==> config.mk <==
export PLATFORM = sky130hd
export DESIGN_NAME = axis_pkt_gen
export DESIGN_NICKNAME = d
export VERILOG_FILES = /design/src/rtl/axis_pkt_gen.sv
export SDC_FILE = /design/constraint.sdc
export NUM_CORES = 1
export LEC_CHECK = 0
export ABC_AREA = 1
export ABC_CLOCK_PERIOD_IN_PS = 2600
export CORE_UTILIZATION = 30
export DETAILED_ROUTE_END_ITERATION = 10
export GPL_ROUTABILITY_DRIVEN = 0
export PLACE_DENSITY_LB_ADDON = 0.15
export SETUP_SLACK_MARGIN = 0.2
export SLEW_MARGIN = 10
export SYNTH_ARGS = -nofsm -noshare
export SYNTH_HDL_FRONTEND = slang
export SYNTH_SLANG_ARGS = --single-unit
==> constraint.sdc <==
create_clock -name m00_axis_aclk -period 2.6 [get_ports m00_axis_aclk]
set_input_delay 0.39 -clock m00_axis_aclk [delete_from_list [all_inputs] [get_ports m00_axis_aclk]]
set_output_delay 0.39 -clock m00_axis_aclk [all_outputs]
set_load 0.05 [all_outputs]
==> src/rtl/axis_pkt_gen.sv <==
// AXI4-Stream master packet generator: num_pkts packets of pkt_len beats with incrementing tdata.
// Optional macro AXIS_PKT_GEN_CHKSUM_EN appends a per-packet sum beat carrying tlast.
module axis_pkt_gen #(
  parameter int unsigned DATA_WIDTH = 32,
  parameter int unsigned LEN_WIDTH  = 16,
  parameter int unsigned CNT_WIDTH  = 8,
  parameter int unsigned GAP_CYCLES = 2
) (
  input  logic                    m00_axis_aclk,
  input  logic                    m00_axis_aresetn,
  input  logic                    start,
  input  logic [LEN_WIDTH-1:0]    pkt_len,
  input  logic [CNT_WIDTH-1:0]    num_pkts,
  input  logic [DATA_WIDTH-1:0]   first_data,
  output logic                    busy,
  output logic                    done,
  output logic                    m00_axis_tvalid,
  output logic [DATA_WIDTH-1:0]   m00_axis_tdata,
  output logic [DATA_WIDTH/8-1:0] m00_axis_tstrb,
  output logic                    m00_axis_tlast,
  input  logic                    m00_axis_tready
);

  localparam int unsigned GAP_W = (GAP_CYCLES > 1) ? $clog2(GAP_CYCLES) : 1;
  localparam logic [GAP_W-1:0] GAP_LAST = GAP_W'((GAP_CYCLES > 0) ? GAP_CYCLES - 1 : 0);

  typedef enum logic [1:0] {S_IDLE, S_SEND, S_GAP, S_DONE} state_t;

  state_t                state_q, state_d;
  logic                  tvalid_q, tvalid_d;
  logic                  busy_q, busy_d;
  logic                  done_q, done_d;
  logic [DATA_WIDTH-1:0] data_q, data_d;
  logic [LEN_WIDTH-1:0]  beat_q, beat_d;
  logic [LEN_WIDTH-1:0]  len_q, len_d;
  logic [CNT_WIDTH-1:0]  pkt_q, pkt_d;
  logic [CNT_WIDTH-1:0]  num_q, num_d;
  logic [GAP_W-1:0]      gap_q, gap_d;
`ifdef AXIS_PKT_GEN_CHKSUM_EN
  logic [DATA_WIDTH-1:0] sum_q, sum_d;
  logic                  chk_q, chk_d;
`endif

  logic xfer;
  logic last_payload;
  logic pkt_end;

  assign xfer         = tvalid_q & m00_axis_tready;
  assign last_payload = (beat_q == (len_q - LEN_WIDTH'(1)));

  assign busy            = busy_q;
  assign done            = done_q;
  assign m00_axis_tvalid = tvalid_q;
  assign m00_axis_tstrb  = {(DATA_WIDTH/8){tvalid_q}};
`ifdef AXIS_PKT_GEN_CHKSUM_EN
  // data_q keeps the running sequence; the checksum beat only swaps what is shown on tdata.
  assign m00_axis_tdata  = chk_q ? sum_q : data_q;
  assign m00_axis_tlast  = tvalid_q & chk_q;
  assign pkt_end         = chk_q;
`else
  assign m00_axis_tdata  = data_q;
  assign m00_axis_tlast  = tvalid_q & last_payload;
  assign pkt_end         = last_payload;
`endif

  always_comb begin
    state_d  = state_q;
    tvalid_d = tvalid_q;
    busy_d   = busy_q;
    done_d   = 1'b0;
    data_d   = data_q;
    beat_d   = beat_q;
    len_d    = len_q;
    pkt_d    = pkt_q;
    num_d    = num_q;
    gap_d    = gap_q;
`ifdef AXIS_PKT_GEN_CHKSUM_EN
    sum_d    = sum_q;
    chk_d    = chk_q;
`endif

    case (state_q)
      S_IDLE: begin
        if (start && (pkt_len != '0) && (num_pkts != '0)) begin
          len_d    = pkt_len;
          num_d    = num_pkts;
          data_d   = first_data;
          beat_d   = '0;
          pkt_d    = '0;
          busy_d   = 1'b1;
          tvalid_d = 1'b1;
          state_d  = S_SEND;
`ifdef AXIS_PKT_GEN_CHKSUM_EN
          sum_d    = '0;
          chk_d    = 1'b0;
`endif
        end
      end

      S_SEND: begin
        if (xfer) begin
`ifdef AXIS_PKT_GEN_CHKSUM_EN
          if (!chk_q) begin
            data_d = data_q + DATA_WIDTH'(1);
            sum_d  = sum_q + data_q;
            if (last_payload) chk_d = 1'b1;
            else              beat_d = beat_q + LEN_WIDTH'(1);
          end
`else
          data_d = data_q + DATA_WIDTH'(1);
          if (!last_payload) beat_d = beat_q + LEN_WIDTH'(1);
`endif
          if (pkt_end) begin
            beat_d = '0;
`ifdef AXIS_PKT_GEN_CHKSUM_EN
            sum_d  = '0;
            chk_d  = 1'b0;
`endif
            if (pkt_q == (num_q - CNT_WIDTH'(1))) begin
              tvalid_d = 1'b0;
              busy_d   = 1'b0;
              done_d   = 1'b1;
              state_d  = S_DONE;
            end else begin
              pkt_d = pkt_q + CNT_WIDTH'(1);
              if (GAP_CYCLES != 0) begin
                tvalid_d = 1'b0;
                gap_d    = '0;
                state_d  = S_GAP;
              end
            end
          end
        end
      end

      S_GAP: begin
        if (gap_q == GAP_LAST) begin
          tvalid_d = 1'b1;
          state_d  = S_SEND;
        end else begin
          gap_d = gap_q + GAP_W'(1);
        end
      end

      S_DONE: state_d = S_IDLE;

      default: state_d = S_IDLE;
    endcase
  end

  always_ff @(posedge m00_axis_aclk) begin
    if (!m00_axis_aresetn) begin
      state_q  <= S_IDLE;
      tvalid_q <= 1'b0;
      busy_q   <= 1'b0;
      done_q   <= 1'b0;
      data_q   <= '0;
      beat_q   <= '0;
      len_q    <= '0;
      pkt_q    <= '0;
      num_q    <= '0;
      gap_q    <= '0;
`ifdef AXIS_PKT_GEN_CHKSUM_EN
      sum_q    <= '0;
      chk_q    <= 1'b0;
`endif
    end else begin
      state_q  <= state_d;
      tvalid_q <= tvalid_d;
      busy_q   <= busy_d;
      done_q   <= done_d;
      data_q   <= data_d;
      beat_q   <= beat_d;
      len_q    <= len_d;
      pkt_q    <= pkt_d;
      num_q    <= num_d;
      gap_q    <= gap_d;
`ifdef AXIS_PKT_GEN_CHKSUM_EN
      sum_q    <= sum_d;
      chk_q    <= chk_d;
`endif
    end
  end

endmodule
After elaboration in Yosys (flattened, before gate mapping)
Index checks and enable logic that the tools add are counted.

word-level totals
  logic and storage cells = 78
  output and inout bits = 40
  bits in registers = 86

operators by class
  add/sub/neg operators = 6
  equal/unequal tests = 11
  bitwise logic cells = 2
  reductions and logical operators = 16
  mux-type cells = 33

operators with widths
  operator                                             count
  2-to-1 mux 32 bit                                    2
  case mux 32 bit (2 select lines)                     1
  2-to-1 mux 16 bit                                    3
  adder 32 x 1 -> 32 bit (second input constant)       1
  2-to-1 mux 8 bit                                     4
  case mux 16 bit (2 select lines)                     1
  adder 16 x 1 -> 16 bit (second input constant)       1
  == test 16 bit                                       1
  case mux 8 bit (2 select lines)                      1
  nonzero test 16 bit                                  1
  subtractor 16 x 1 -> 16 bit (second input constant)  1
  AND reduction 5 bit                                  3
  2-to-1 mux 1 bit                                     13
  != test 2 bit (second input constant)                6
  AND reduction 4 bit                                  3
  adder 8 x 1 -> 8 bit (second input constant)         1
  == test 8 bit                                        1
  2-to-1 mux 2 bit                                     4
  case mux 2 bit (4 select lines)                      1
  nonzero test 8 bit                                   1
  subtractor 8 x 1 -> 8 bit (second input constant)    1
  == test 2 bit (second input constant)                2
  case mux 1 bit (2 select lines)                      2
  nonzero test 2 bit                                   2
  other kinds (9)                                      11

Longest topological paths before layout
  depth in word-level cells = 6
  depth in mapped cells = 16
  gate-level depth less buffers = 16

Worst setup path after synthesis
OpenSTA, ideal clock, no wires.

  path type = register to register
  start point = register len_q[0]
  end point = register gap_q
  stages on the path, launching flop included = 16
  setup time = 0.116 ns
  setup slack = -0.369 ns
  data required time = 2.484 ns
  arrival time = 2.853 ns
  path buffers = 0
  cell sequence = dfxtp_1 > inv_1 > ha_1 > inv_1 > nand2_1 > nand2_1 > nor2_1 > nand2_1 > nor2_1 > nand2_1 > nor2_1 > nand3_2 > nor3_1 > nand2_1 > o21ai_0 > inv_1

between the ends
  longest elaborated chain between the ends = 4

ends and longest elaborated chain
  item                           line  text
  from (decl)                    35    logic [LEN_WIDTH-1:0] len_q, len_d;
  from (signal assigned)         174   len_q <= len_d;
  subtractor 16 x 1 -> 16 bit    49    assign last_payload = (beat_q == (len_q - LEN_WIDTH'(1)));
  == test 16 bit                 49
  != test 2 bit (no line)        n/a
  AND reduction 4 bit (no line)  n/a
  to (signal assigned)           177   gap_q <= gap_d;
  to (decl)                      38    logic [GAP_W-1:0] gap_q, gap_d;

Every way passes these cells.
A chain may end at the register's enable or synchronous reset.

Worst setup path after layout
  start point = register len_q[1]
  end point = output port m00_axis_tlast

between the ends
  longest elaborated chain between the ends = 3

ends and longest elaborated chain
  item                         line  text
  subtractor 16 x 1 -> 16 bit  49
  == test 16 bit               49
  bitwise AND 1 bit            62    assign m00_axis_tlast = tvalid_q & last_payload;
  to (decl)                    20    output logic m00_axis_tlast,

Every way passes these cells.

==> qor.yml <==
worst_ep_required_time_ns: 2.21
drv_cap: 0
rr_worst_depth: 17
io_pins: 100
drtAntennaViolNets: 0
cts_num_sinks: 86
crit_end: "m00_axis_tlast"
antenna_found_initial: 0
startpoint_type: "flip-flop"
cp.arrival_ns: 2.09
synth_seq_cells: 86
ctsHoldBuffers: 0
skew_ns: 0.00750
die_height_um: 139
area_growth_pct: 29.9
diodes: 0
dieArea_um2: 19200
timing.hold.ws_ns: 0.470
drtPass1Iterations: 7
final_cells: 1202
path_clk_slew_ns: 0.06
post-route-util_pct: 40.1
worstMarginPinSlew_ns: 0.512
grt_pass1_wl_um: 28400
drt-vias-per-instance: 4.87
status: "complete, but fails checks"
overflow: 0
yosys_warnings: 0
final_common_cell: "nand2_1"
drc: 7
r2r-start: "len_q[1]"
slowest_stage: "dfxtp_2"
min_path_type: "reg2reg"
cts_buffer_depth: 2
core_um2: 18100
h-tree-depth: 3
yosys.area.top_type: "dfxtp_1"
fmax_ghz: 0.404
ir_worst_vdd_v: 0.000308
cp_num_buf_inv: 3
netlist.area_leader.share_pct: 30.8
crit_family: "simple AND/OR/NAND/NOR gates"
wl_um: 17100
globalRouteMet1Util_pct: 24.6
synth_area_um2: 5590
final_nets: 1035
rows: 49
grt_pass1_vias: 5732
yosys-top-cells-area: "dfxtp_1 (31%), nand2_1 (13%), a21oi_1 (7.5%), nor2_1 (7.2%), inv_1 (6.3%)"
cts_tree: "done"
clock_latency_ns: 0.35
power_mw: 5.07
cp_max_fo: 3
hpwl_um: 12400
use_met2_pct: 29.9
critPathLaunch: "len_q[1]"
maxSlewHeadroom_pct: 65.7
path_common_cell: "nand2_1"
max_stage_delay_ns: 0.34
ys_seq_area_share_pct: 30.8
io_buffers: 99
grt-busiest-layer: "met2"
rsz0062_at_grt: "true"
slew_viol_final: 0
min_period_ns: 2.48
syn_inst: 877
dp.cells: 1178
violations: "design-rule violations"
initial_core_util_pct: 30.9
cts_root_buf: "clkbuf_16"
finalSetupTns_ns: 0
initialDrtViolationCount: 325
grt_start_max_net_pins: 51
hold_viol: 0
p_leak_nw: 2.90
powerDensity_nw_per_um2: 699
finalSetupViolations: 0
r2r_end: "pkt_q[4]"
track_usage_pct: 18.4
cp_cell_sequence: "inv_2, ha_4, inv_2, nand2_1, nand2_1, nor2_2, nand2_1, nor2_2, nand2_1, nor2_2, nand3_2, nor3_4, buf_12"
routedWlPerCell_um: 14.2
vias: 5850
syn_avg_cell_area_um2: 6.37
cp-end-kind: "primary output"
crit_cells: 13
ys_types: 41
numCtsBuffers: 9
dieWidth_um: 139
finalCritPeriodShare_pct: 95.3
synth_nets: 942
drive_gt1_share_pct: 8.12
grt_use_met3_pct: 2.42
regToRegSetupSlack_ns: 0.39
crit_type: "reg2out"
layout_common_cells: "nand2_1 (191), clkdlybuf4s50_1 (98), nor2_1 (96)"
metrics by stage:
stage | instance area, um2 | setup WS [ns]
finish | 7260 | 0.122
CTS | 7150 | 0.0939
global route | 7260 | -0.0360
detailed placement | 6820 | 0.193
floorplan | 5600 | 0.325
global placement | 6820 | 0.165
layer usage:
metal	routed length (um)	share of wire (%)
met5	0	0
met4	282	1.7
met3	540	3.2
met2	7720	45
met1	8510	50
registers in the layout, summed over array words and instances (netlist names):
signal and count:
busy 1, m00_axis_tdata 32, num_q 8, done 1, state_q 2, m00_axis_tvalid 1
gap_q 1, len_q 16, pkt_q 8, beat_q 16
Yosys cell counts (all sizes together):
master / n
o221a: 1
xor2: 32
a31o: 1
nand4: 24
buf: 16
a211oi: 3
and2: 1
inv: 96
or2: 1
o21ai: 69
nor2: 114
nand2: 197
a31oi: 7
o211a: 1
nand3b: 5
ha: 5
o21bai: 3
nor3: 24
a21oi: 84
a21boi: 1
o22ai: 1
dlygate4sd1: 1
clkinv: 1
a221oi: 5
dfxtp: 86
clkbuf: 23
nor4: 5
nor3b: 1
xnor2: 16
o211ai: 1
o2111ai: 1
nand3: 51
repair_timing:
action,CTS,global route
gates resized for setup,15,16
setup endpoints to repair,2,27
pin swaps,6,7
cloned,0,2
setup buffers,4,4
area by class of cell:
class                      instances  area, um2
sequential                        86       1730
clock inverter                     2       10.0
fill                            1917      10800
inverter                          97        367
multi-input combinational        655       3390
timing repair buffer             121       1230
clock buffer                      12        246
tap                              229        287
worst min-delay path by stage:
stage / to / slack, ns / from / cells past startpoint
floorplan: len_q[15] / 0.44 / len_q[15] / 2
global placement: busy / 0.45 / busy / 2
detailed placement: busy / 0.46 / busy / 2
CTS: busy / 0.47 / busy / 2
global route: len_q[15] / 0.49 / len_q[15] / 2
finish: busy / 0.47 / busy / 2
power breakdown:
part	switching [mW]	internal [mW]
clock network	0.541	0.661
registers	0.231	1.49
logic	1.36	0.790
total	2.13	2.94
worst register-to-register path, delay by kind of cell (launching register included):
kind,cells,cell delay (ns)
fa+ha+maj,1,0.27
compound gates,2,0.32
simple gates,9,0.70
flops,1,0.34
buf+inv,5,0.51
cell families (layout without fill, tap and decap cells):
family | after synthesis | count (layout) | share of synthesized area (%)
compound gates | 178 | 178 | 17.3
xor+xnor | 48 | 48 | 7.52
flops | 86 | 86 | 30.8
buf+inv | 137 | 232 | 10.2
fa+ha+maj | 5 | 5 | 1.12
simple gates | 423 | 424 | 33.0
No activity file was read; power rests on OpenSTA's default activity.
